`src/rtl/unified_mem_arbiter.sv`:
```
// Shares one memory port between an instruction-fetch requester and a data requester,
// capping consecutive data grants while a fetch waits and aborting stuck accesses.
module unified_mem_arbiter #(
    parameter int unsigned ADDR_W     = 32,
    parameter int unsigned DATA_W     = 32,
    parameter int unsigned TIMEOUT    = 16,
    parameter int unsigned MAX_DBURST = 4
) (
    input  logic              clk,
    input  logic              rst,
    input  logic              i_req,
    input  logic [ADDR_W-1:0] i_addr,
    output logic [DATA_W-1:0] i_rdata,
    output logic              i_ack,
    input  logic              d_req,
    input  logic              d_we,
    input  logic [ADDR_W-1:0] d_addr,
    input  logic [DATA_W-1:0] d_wdata,
    output logic [DATA_W-1:0] d_rdata,
    output logic              d_ack,
    output logic              m_req,
    output logic              m_we,
    output logic [ADDR_W-1:0] m_addr,
    output logic [DATA_W-1:0] m_wdata,
    input  logic [DATA_W-1:0] m_rdata,
    input  logic              m_ack,
    output logic              stall,
    output logic              err
);

    typedef enum logic [2:0] {IDLE, BUSY_I, BUSY_D, RESP_I, RESP_D} state_t;

    localparam logic [3:0] DMAX  = 4'(MAX_DBURST);
    localparam logic [7:0] TLAST = 8'(TIMEOUT - 1);

    state_t            state;
    logic [3:0]        dcnt;
    logic [7:0]        tcnt;
    logic              lat_we;
    logic [ADDR_W-1:0] lat_addr;
    logic [DATA_W-1:0] lat_wdata;
    logic              busy;

    assign busy    = (state == BUSY_I) || (state == BUSY_D);
    assign m_req   = busy;
    assign m_we    = busy & lat_we;
    assign m_addr  = busy ? lat_addr  : '0;
    assign m_wdata = busy ? lat_wdata : '0;
    assign stall   = (i_req & ~i_ack) | (d_req & ~d_ack);

    always_ff @(posedge clk) begin
        if (!rst) begin
            state     <= IDLE;
            dcnt      <= '0;
            tcnt      <= '0;
            lat_we    <= 1'b0;
            lat_addr  <= '0;
            lat_wdata <= '0;
            i_rdata   <= '0;
            d_rdata   <= '0;
            i_ack     <= 1'b0;
            d_ack     <= 1'b0;
            err       <= 1'b0;
        end else begin
            i_ack <= 1'b0;
            d_ack <= 1'b0;
            case (state)
                IDLE: begin
                    tcnt <= '0;
                    // Data wins unless it has used up its burst allowance while a fetch waits.
                    if (d_req && !(dcnt == DMAX && i_req)) begin
                        state     <= BUSY_D;
                        lat_we    <= d_we;
                        lat_addr  <= d_addr;
                        lat_wdata <= d_wdata;
                        if (!i_req)
                            dcnt <= '0;
                        else if (dcnt != DMAX)
                            dcnt <= dcnt + 4'd1;
                    end else if (i_req) begin
                        state     <= BUSY_I;
                        lat_we    <= 1'b0;
                        lat_addr  <= i_addr;
                        lat_wdata <= '0;
                        dcnt      <= '0;
                    end
                end
                BUSY_I, BUSY_D: begin
                    // A memory ack arriving on the last allowed cycle still counts as success.
                    if (m_ack) begin
                        if (state == BUSY_I) begin
                            i_rdata <= m_rdata;
                            i_ack   <= 1'b1;
                            state   <= RESP_I;
                        end else begin
                            if (!lat_we)
                                d_rdata <= m_rdata;
                            d_ack <= 1'b1;
                            state <= RESP_D;
                        end
                    end else if (tcnt == TLAST) begin
                        err <= 1'b1;
                        if (state == BUSY_I) begin
                            i_rdata <= '0;
                            i_ack   <= 1'b1;
                            state   <= RESP_I;
                        end else begin
                            d_rdata <= '0;
                            d_ack   <= 1'b1;
                            state   <= RESP_D;
                        end
                    end else begin
                        tcnt <= tcnt + 8'd1;
                    end
                end
                RESP_I, RESP_D: state <= IDLE;
                default:        state <= IDLE;
            endcase
        end
    end

endmodule
```
`config.mk`:
```
export PLATFORM = sky130hd
export DESIGN_NAME = unified_mem_arbiter
export DESIGN_NICKNAME = d
export VERILOG_FILES = /design/src/rtl/unified_mem_arbiter.sv
export SDC_FILE = /design/constraint.sdc
export NUM_CORES = 1
export LEC_CHECK = 0
export ABC_CLOCK_PERIOD_IN_PS = 2200
export BUFFER_PORTS_ARGS = -buffer_cell sky130_fd_sc_hd__buf_2
export CAP_MARGIN = 20
export CORE_ASPECT_RATIO = 1.2
export CORE_MARGIN = 5
export CORE_UTILIZATION = 47
export CTS_BUF_LIST = sky130_fd_sc_hd__clkbuf_16
export DETAILED_ROUTE_END_ITERATION = 6
export GPL_ROUTABILITY_DRIVEN = 0
export PLACE_DENSITY = 0.8
export SKIP_CTS_REPAIR_TIMING = 1
export SYNTH_ARGS = -nofsm -noshare
export SYNTH_HDL_FRONTEND = slang
export SYNTH_SLANG_ARGS = --single-unit
```
`constraint.sdc`:
```
create_clock -name clk -period 2.2 [get_ports clk]
set_input_delay 0.44 -clock clk [delete_from_list [all_inputs] [get_ports clk]]
set_output_delay 0.44 -clock clk [all_outputs]
set_load 0.01 [all_outputs]
```
Word level (Yosys, flattened, before mapping):

Cells that the tools add are included.

* bits of input ports: 134
* register bits: 147
* output and inout bits: 134

* $add $sub $neg: 2
* reductions and logical operators: 17
* multiplexer cells: 36
* equal/unequal tests: 11
* bitwise operators: 8

Operator list (number)
* $mux W32: 15
* $mux W4: 4
* $mux W8: 2
* $pmux W8 S2: 1
* $mux W3: 5
* $reduce_and A3 Y1: 4
* $add A8 B1 Y8 const B: 1
* $eq A8 B4 Y1 const B: 1
* $mux W1: 8
* $ne A2 B2 Y1 const B: 3
* $ne A3 B3 Y1 const B: 2
* $pmux W3 S2: 1
* $reduce_and A2 Y1: 3
* $reduce_bool A2 Y1: 3
* $add A4 B1 Y4 const B: 1
* $eq A4 B3 Y1 const B: 1
* $ne A4 B3 Y1 const B: 1
* $not A1 Y1: 4
* $reduce_and A4 Y1: 1
* $and A1 B1 Y1: 3
* $eq A3 B1 Y1 const B: 1
* $eq A3 B2 Y1 const B: 1
* $logic_not A3 Y1: 1
* $ne A3 B2 Y1 const B: 1
* 5 further kinds: 6

Longest topological paths before layout:

Gate-level depths: netlist (run 1).

* word-level depth: 6
* depth in mapped cells: 8
* mapped depth without buffers: 6

Worst setup path before layout (run 1):

OpenSTA, ideal clock, no wires.

* path kind: flip-flop to output port
* start: register state[0]
* end: output port m_addr[10]
* data required time: 1760 ps
* data arrival time: 1390 ps
* cell stages (with the launch flop): 8
* path slack: 370 ps
* path through: dfxtp_1 buf_4 xnor2_1 or2_1 buf_2 clkinv_2 clkbuf_1 and2_1

* word-level cells in the longest chain between the ends: 3

RTL lines
* from (decl): RTL line 36 `state_t state;`
* from (signal assigned): RTL line 53 `state <= IDLE;`
* from (signal assigned): RTL line 72 `state <= BUSY_D;`
* from (signal assigned): RTL line 81 `state <= BUSY_I;`
* $eq A3 B1 Y1 or $eq A3 B2 Y1 (tied branches): RTL line 44 `assign busy = (state == BUSY_I) || (state == BUSY_D);`
* $logic_or A1 B1 Y1 *: RTL line 44
* $mux W32 *: RTL line 47 `assign m_addr = busy ? lat_addr : '0;`
* to (decl): RTL line 23 `output logic [ADDR_W-1:0] m_addr,`

Mark *: on every way between the ends. The rest lies on a longest branch, timed or not.

Worst setup path in the final report (run 1):

* start: register state[1]
* end: output port m_wdata[7]

* word-level cells in the longest chain between the ends: 3

RTL lines
* $eq A3 B1 Y1 or $eq A3 B2 Y1 (tied branches): RTL line 44
* $logic_or A1 B1 Y1 *: RTL line 44
* $mux W32 *: RTL line 48 `assign m_wdata = busy ? lat_wdata : '0;`
* to (decl): RTL line 24 `output logic [DATA_W-1:0] m_wdata,`

Marks and branches as above.

==> results of run 1 <==
==> cells in the mapped netlist (2+ instances only) <==
library cell	n
nand2_1	75
buf_6	2
nor3_1	4
buf_2	17
nor2_1	46
nand3_1	6
and4b_1	2
nand4_1	5
a31oi_1	34
o22ai_1	4
clkbuf_1	26
o21ai_0	26
a22oi_1	33
ha_1	3
and2_1	66
nor4_1	2
o21ai_1	8
or3_1	2
o211ai_1	5
dfxtp_1	147
nor2b_1	3
nand4b_1	2
inv_1	7
buf_4	8
a21oi_1	5
a21oi_2	2
and3_1	2
a22o_1	64
nand2b_1	2
==> metal layers <==
layer	vias to the layer above	wire, um	track usage [%]
met4	0	208	5.61
met3	24	1440	6.07
met2	288	8930	36.2
li1	2764	-	-
met1	2714	7330	26.3
met5	-	0	0
==> worst max-delay path: stages (launching register included) <==
cell	delay, ns
dfxtp_2	0.34
xnor2_2	0.20
or2_4	0.24
clkinv_8	0.11
clkbuf_16	0.18
and2_1	0.15
buf_2	0.14
==> report_power, final <==
group          internal [mW]  switching [mW]
Sequential              2.85           0.102
Combinational          0.631           0.694
Clock                   1.61            1.22
Total                   5.09            2.02
==> through the flow <==
| step | cells | setup WS (ns) | instance area [um2] | setup TNS (ns) |
|---|---|---|---|---|
| floorplan | 628 | 0.370 | 5800 | 0 |
| global placement | 1023 | 0.282 | 7290 | 0 |
| detailed placement | 1023 | 0.245 | 7290 | 0 |
| CTS | 1055 | -0.208 | 7870 | -9.82 |
| global route | 1063 | -0.0772 | 8330 | -3.22 |
| finish | 1063 | 0.00164 | 8330 | 0 |
==> how the worst max path moves through the flow <==
stage | endpoint | slack [ns] | depth (start not counted)
after CTS | m_addr[9] | -0.21 | 6
after floorplan | m_addr[10] | 0.37 | 7
after global placement | m_addr[9] | 0.28 | 6
after detailed placement | m_addr[9] | 0.24 | 6
final | m_wdata[7] | 0.002 | 6
after global routing | m_wdata[24] | -0.08 | 6
==> cell families (layout without fill, tap and decap cells) <==
kind of cell | after synthesis | after routing | share of synthesized area (%)
buffers and inverters | 61 | 334 | 5.12
adder cells (fa/ha/maj) | 3 | 3 | 0.648
AO/OA/AOI/OAI | 191 | 191 | 23.9
AND/OR/NAND/NOR | 224 | 224 | 19.3
other | 0 | 1 | 0
flip-flops | 147 | 147 | 50.8
XOR/XNOR | 1 | 1 | 0.151
multiplexers | 1 | 1 | 0.173
==> state kept, by name, indices dropped and copies added (netlist names) <==
signal / cells
i_ack: 1
state: 3
lat_wdata: 32
d_ack: 1
lat_addr: 32
lat_we: 1
i_rdata: 32
err: 1
dcnt: 4
d_rdata: 32
tcnt: 8
==> final cells by class <==
class,instances,area (um2)
clock inverters,15,156
flip-flops and latches,147,2940
well taps,161,201
multi-input cells,420,2670
diodes,1,2.50
fillers,978,3780
inverters,8,42.5
repair buffers,294,1890
clock buffers,17,425
==> flow_metrics.py, run 1 <==
metrics = {
    "finish": {
        "drive_gt1_share_pct": 41.8,
        "layout_common_cells": "buf_2 (232), dfxtp_1 (146), nand2_1 (75)",
        "nNetsFinal": 1025,
        "final_common_cell": "buf_2",
        "fin_util_pct": 68.8,
        "syn2layout_area_growth_pct": 43.7,
    },
    "yosys": {
        "synth_top_cell_by_area": "dfxtp_1",
        "yosysUniqueCellTypes": 49,
        "yosysWarnings": 0,
        "synthCells": 628,
        "ys_ff_latch": 147,
        "synth_top_cell_area_share_pct": 50.8,
        "syn_nets": 765,
        "syn-mean-instance-area_um2": 9.23,
        "synth.area.top_cells": "dfxtp_1 (51%), a22o_1 (9.7%), and2_1 (7.1%), nand2_1 (4.9%), a22oi_1 (4.3%)",
        "netlist_area_mm2": 0.00580,
        "synthFlopType": "dfxtp_1",
        "yosysSeqAreaShare_pct": 50.8,
        "async_reset_ff_share_pct": 0,
        "synth_edf_count": 0,
    },
    "floorplan": {
        "start_util_pct": 47.9,
        "io_pins": 268,
        "core_mm2": 0.0121,
        "dieArea_mm2": 0.0147,
        "row_count": 44,
        "die_y_um": 132,
        "die_x_um": 111,
    },
    "detailed_routing": {
        "vias_per_cell": 5.45,
        "drcViolationCount": 0,
        "first_pass_iters": 6,
        "antenna_left": 0,
        "dr.first_iter.drc_count": 502,
        "wl_um": 17900,
        "vias": 5790,
        "avgRoutedWirePerCell_um": 16.8,
    },
    "cts": {
        "cts_inserted_buffers": 17,
        "clock_sinks": 147,
        "clock-root-buffer": "clkbuf_16",
        "cts_max_level": 4,
        "tritoncts": "built",
        "clk_pin_slew_ns": 0.06,
        "clockBufferDepth": 2,
        "clkLatencyLatePin_ns": 0.41,
    },
    "critical_path": {
        "crit_fanout": 11,
        "arrival_ns": 1.76,
        "ff2ff_setup_slack_ns": 0.34,
        "worstRegToRegCells": 6,
        "crit_start": "state[1]",
        "end_kind": "output pin",
        "cp_data_required_time_ns": 1.76,
        "rr_startpoint": "tcnt[0]",
        "regToRegEndpoint": "i_rdata[31]",
        "worst-setup-path-type": "flip-flop to output pin",
        "startpoint_type": "flip-flop",
    },
    "power_and_ir_drop": {
        "peakVddDrop_uv": 436,
        "power.leakage_nw": 3.96,
        "p_per_area_mw_per_mm2": 853,
        "finalPower_mw": 7.10,
    },
    "timing": {
        "setup_violations": 0,
        "max_freq_mhz": 455,
        "slew_headroom_pct": 69.3,
        "drv_slew": 0,
        "fin_skew_ns": 0.0116,
        "period_share_pct": 99.9,
        "whs_ns": 0.266,
        "period_needed_ns": 2.20,
        "finalHoldViolations": 0,
        "rsz0062_at_grt": "yes",
        "tightest_slew_ns": 0.457,
    },
    "global_routing": {
        "grt_max_degree": 67,
        "grt_usage_pct": 21.2,
        "antenna_found_initial": 1,
        "grt_overflow": 0,
        "grt_pass1_vias": 5304,
        "grt_pass1_wl_um": 26200,
    },
    "hold_path": {
        "hold_start": "m_rdata[12]",
        "hp-class": "input port to flip-flop",
        "holdPathStages": 2,
        "min_to": "d_rdata[12]",
    },
    "status": {
        "status": "complete, no violations",
    },
    "placed_design": {
        "dp_hpwl_um": 11800,
        "numPortBuffers": 267,
    },
    "flow_run": {
        "cap_violations": 0,
    },
}
(Power assumes the default switching activity.)
==> inputs of run 2 (changes only) <==
CORE_UTILIZATION = 48   (was 47)
CTS_BUF_LIST = sky130_fd_sc_hd__clkbuf_2   (was sky130_fd_sc_hd__clkbuf_16)
PLACE_DENSITY = 0.82   (was 0.8)
==> run 2 against run 1 <==
Against the previous run: the flow now finishes with violations (DRC, setup timing); global-route usage is 0.51 points higher; hold slack worse by 0.016 ns; fmax is 11% lower; critical path type unchanged; cell area is 11% higher; clock-buffer cell count stayed put; clock skew is 0.021 ns higher; register-to-register slack worse by 0.14 ns; die area is 1.9% lower; sequential power hardly changed.
==> flow_metrics.py, run 2 (synthesis gave the netlist of run 1 again) <==
metrics = {
    "flow_run": {
        "cap_violations": 0,
    },
    "status": {
        "status": "complete, but fails checks",
        "violations": "DRC, setup timing",
    },
    "finish": {
        "nNetsFinal": 1156,
        "layout_common_cells": "buf_2 (236), dfxtp_1 (145), dlygate4sd3_1 (131)",
        "final_common_cell": "buf_2",
        "diodes": 0,
        "syn2layout_area_growth_pct": 59.2,
        "fin_util_pct": 77.2,
        "multi_input_area_mm2": 0.00265,
        "drive_gt1_share_pct": 35.9,
        "nFillCells": 728,
        "ff_latch_area_mm2": 0.00295,
    },
    "placed_design": {
        "dp_hpwl_um": 11800,
        "numPortBuffers": 267,
    },
    "detailed_routing": {
        "avgRoutedWirePerCell_um": 18.9,
        "first_pass_iters": 7,
        "wl_um": 22500,
        "dr.first_iter.drc_count": 776,
        "vias_per_cell": 5.67,
        "antenna_left": 0,
        "drcViolationCount": 1,
        "vias": 6762,
    },
    "floorplan": {
        "io_pins": 268,
        "dieArea_mm2": 0.0144,
        "start_util_pct": 48.5,
        "die_x_um": 110,
        "core_mm2": 0.0119,
        "die_y_um": 130,
        "row_count": 44,
    },
    "timing": {
        "max_freq_mhz": 403,
        "tightest_slew_ns": 0.429,
        "fin_skew_ns": 0.0322,
        "period_needed_ns": 2.48,
        "finalHoldViolations": 0,
        "rsz0062_at_grt": "yes",
        "setup_ws_ns": -0.282,
        "drv_slew": 0,
        "tns_ns": -15.04,
        "setup_violations": 66,
        "period_share_pct": 113,
        "whs_ns": 0.250,
        "slew_headroom_pct": 71.4,
    },
    "global_routing": {
        "grt_pass1_vias": 5228,
        "grt_overflow": 0,
        "grt_usage_pct": 21.7,
        "grt_max_degree": 67,
        "grt_pass1_wl_um": 24800,
        "antenna_found_initial": 1,
    },
    "cts": {
        "clock-root-buffer": "clkbuf_2",
        "clkLatencyLatePin_ns": 0.69,
        "clk_pin_slew_ns": 0.23,
        "tritoncts": "built",
        "clock_sinks": 147,
        "clockBufferDepth": 2,
        "cts_inserted_buffers": 17,
        "cts_max_level": 4,
    },
    "power_and_ir_drop": {
        "peakVddDrop_uv": 393,
        "power.leakage_nw": 4.35,
        "p_per_area_mw_per_mm2": 665,
    },
    "critical_path": {
        "crit_chain": "or2_4 -> clkinv_8 -> clkbuf_16 -> and2_1 -> buf_2",
        "worst-setup-path-type": "flip-flop to output pin",
        "ff2ff_setup_slack_ns": 0.20,
        "cp_data_required_time_ns": 1.76,
        "crit_fanout": 13,
        "path_buf_inv": 3,
        "crit_path_top_delay_cell": "dfxtp_1",
        "arrival_ns": 2.04,
        "cpPeakStageDelay_ns": 0.56,
        "cp_top_family": "flip-flops",
        "end_kind": "output pin",
        "startpoint_type": "flip-flop",
    },
    "hold_path": {
        "hp-class": "input port to flip-flop",
    },
}
==> run 2: worst paths after layout <==
path                               start           end  cells past startpoint
worst max-delay path            state[2]    m_addr[16]                      5
worst min-delay path               d_req       dcnt[3]                      4
worst max register to register   dcnt[0]  lat_addr[28]                      7
worst min register to register       err           err                      2
==> run 2: power by group <==
part / leakage [nW] / switching (mW) / internal [mW]
Combinational: 3.00 / 0.782 / 0.761
Sequential: 1.20 / 0.117 / 2.85
Clock: 0.153 / 1.07 / 0.560
==> run 2: worst reg2reg max path, stage by stage (launching register included) <==
cell and delay (ns):
dfxtp_1 0.49, inv_1 0.09, ha_1 0.20, nand4b_1 0.12, and2_1 0.24, buf_4 0.37, nand2_1 0.17, a31oi_1 0.24
==> run 2: stage by stage <==
stage               instance area [um2]  setup WS, ns  total power [mW]  instances
floorplan                          5800         0.370              3.63        628
global placement                   7280         0.292              4.05       1023
detailed placement                 7280         0.277              4.07       1023
CTS                                7540        -0.534              5.68       1055
global route                       9230        -0.483              6.42       1193
finish                             9230        -0.282              6.14       1193
==> run 2: layout make-up <==
type	count	area share, %
Clock inverter	15	1.86
Timing Repair inverter	1	0.0949
Multi-Input combinational cell	420	28.7
Sequential cell	147	31.9
Inverter	8	0.461
Clock buffer	17	0.922
Timing Repair Buffer	424	33.8
Tap cell	161	2.18
==> run 2: layer usage <==
layer | GRT usage [%] | wire length, um | part of all wire (%) | up-vias
li1 | - | - | - | 3029
met1 | 25.6 | 7990 | 35 | 3119
met2 | 36.6 | 11000 | 49 | 501
met3 | 8.16 | 2480 | 11 | 111
met4 | 7.03 | 1100 | 4.9 | 2
met5 | 0 | 13 | 0.058 | -
==> inputs of run 3 (changes only) <==
ABC_CLOCK_PERIOD_IN_PS = 2150   (was 2200)
CAP_MARGIN = 30   (was 20)
CORE_UTILIZATION = 44   (was 48)
PLACE_DENSITY = 0.79   (was 0.82)
REMOVE_ABC_BUFFERS = 1   (was not set)
clock period = 2.15 ns   (was 2.2 ns; I/O delays follow)
==> run 3 against run 2 <==
Against the previous run: the run still ends with DRC, setup timing left; via count shrank 2.4%; power grew 1.3%; critical endpoint unchanged; cell area shrank 1.3%; first-iteration DRC count shrank 8.2%; combinational power shrank 3%; worst setup slack lost 0.0024 ns; critical path type unchanged; die area grew 8.3%; largest cell class unchanged.
==> flow_metrics.py, run 3 (synthesis gave the netlist of run 1 again) <==
metrics = {
    "status": {
        "status": "complete, but fails checks",
        "violations": "DRC, setup timing",
    },
    "flow_run": {
        "cap_violations": 0,
    },
    "detailed_routing": {
        "vias_per_cell": 5.50,
        "avgRoutedWirePerCell_um": 17.7,
        "vias": 6597,
        "drcViolationCount": 1,
        "antenna_left": 0,
        "first_pass_iters": 7,
        "wl_um": 21300,
        "dr.first_iter.drc_count": 712,
    },
    "finish": {
        "nNetsFinal": 1154,
        "finalNonFillerCells": 1200,
        "drive_gt1_share_pct": 34.0,
        "layout_common_cells": "buf_2 (259), dfxtp_1 (144), dlygate4sd3_1 (130)",
        "nFillCells": 913,
        "final_common_cell": "buf_2",
        "stdcell_area_mm2": 0.00911,
        "syn2layout_area_growth_pct": 57.1,
    },
    "placed_design": {
        "dp_hpwl_um": 12100,
        "numPortBuffers": 267,
        "placed_area_mm2": 0.00731,
        "dp.cells": 1029,
    },
    "global_routing": {
        "grt_overflow": 0,
        "antenna_found_initial": 2,
        "grt_usage_pct": 21.0,
        "grt_max_degree": 49,
        "grt_pass1_wl_um": 26500,
        "grt_pass1_vias": 5294,
    },
    "hold_path": {
        "hp-class": "input port to flip-flop",
        "hold_start": "rst",
    },
    "cts": {
        "clock_sinks": 147,
        "clkLatencyLatePin_ns": 0.68,
        "cts_max_level": 4,
        "clock-root-buffer": "clkbuf_2",
        "clk_pin_slew_ns": 0.22,
        "clockBufferDepth": 2,
        "tritoncts": "built",
        "cts_inserted_buffers": 17,
    },
    "critical_path": {
        "crit_path_end": "m_addr[16]",
        "regToRegEndpoint": "i_rdata[15]",
        "crit_fanout": 9,
        "crit_start": "state[1]",
        "end_kind": "output pin",
        "startpoint_type": "flip-flop",
        "cp_data_required_time_ns": 1.72,
        "worst-setup-path-type": "flip-flop to output pin",
        "arrival_ns": 2.00,
        "rr_startpoint": "tcnt[0]",
        "ff2ff_setup_slack_ns": 0.28,
        "worstRegToRegCells": 6,
    },
    "timing": {
        "setup_ws_ns": -0.284,
        "tightest_slew_ns": 0.449,
        "period_needed_ns": 2.43,
        "slew_headroom_pct": 69.9,
        "period_share_pct": 113,
        "rsz0062_at_grt": "yes",
        "max_freq_mhz": 411,
        "drv_slew": 0,
        "setup_violations": 66,
        "tns_ns": -15.56,
        "whs_ns": 0.169,
        "finalHoldViolations": 0,
        "fin_skew_ns": 0.0439,
    },
    "floorplan": {
        "io_pins": 268,
        "start_util_pct": 44.4,
        "die_y_um": 136,
        "row_count": 46,
        "core_mm2": 0.0131,
        "die_x_um": 115,
        "dieArea_mm2": 0.0156,
    },
    "power_and_ir_drop": {
        "p_per_area_mw_per_mm2": 683,
        "power.leakage_nw": 4.31,
        "peakVddDrop_uv": 459,
    },
}
-- run 3: area by class of cell --
type | instances | area (um2) | area share [%]
flip-flops and latches | 147 | 2950 | 32.4
inverters | 8 | 42.5 | 0.467
clock buffers | 17 | 85.1 | 0.934
well taps | 168 | 210 | 2.31
diodes | 2 | 5.00 | 0.0550
clock inverters | 15 | 185 | 2.03
multi-input cells | 420 | 2600 | 28.5
repair buffers | 423 | 3040 | 33.3
-- run 3: routing by layer --
layer,vias up,wire length (um),global-route usage (%)
met1,3008,8080,27.8
met4,0,789,6.33
li1,3020,-,-
met3,74,2370,6.26
met2,495,10000,33.0
met5,-,0,0
-- run 3: critical path, cell delays in order (launching register included) --
cell and delay (ns):
dfxtp_2 0.38, xnor2_2 0.15, or2_4 0.29, clkinv_8 0.09
clkbuf_16 0.15, and2_1 0.16, buf_2 0.14
-- run 3: report_power, final --
| part | total, mW | switching [mW] | internal (mW) |
|---|---|---|---|
| clock | 1.69 | 1.19 | 0.502 |
| combinational | 1.50 | 0.755 | 0.742 |
| sequential | 3.04 | 0.115 | 2.92 |
-- run 3: worst min-delay path by stage --
stage / to / depth (start not counted) / slack (ns)
floorplan: dcnt[3] / 1 / 0.43
global placement: i_rdata[11] / 1 / 0.45
detailed placement: d_rdata[29] / 1 / 0.45
CTS: i_rdata[25] / 2 / -0.13
global route: state[1] / 3 / 0.07
finish: state[1] / 3 / 0.17
-- run 3: metrics by stage --
step | util (%) | power (mW) | worst slack, ns
after floorplan | - | 3.61 | -0.581
after global placement | 55.9 | 4.14 | 0.273
after detailed placement | 55.9 | 4.16 | 0.236
after CTS | 58.0 | 5.85 | -0.567
after global routing | 69.7 | 6.51 | -0.439
final | 69.7 | 6.22 | -0.284
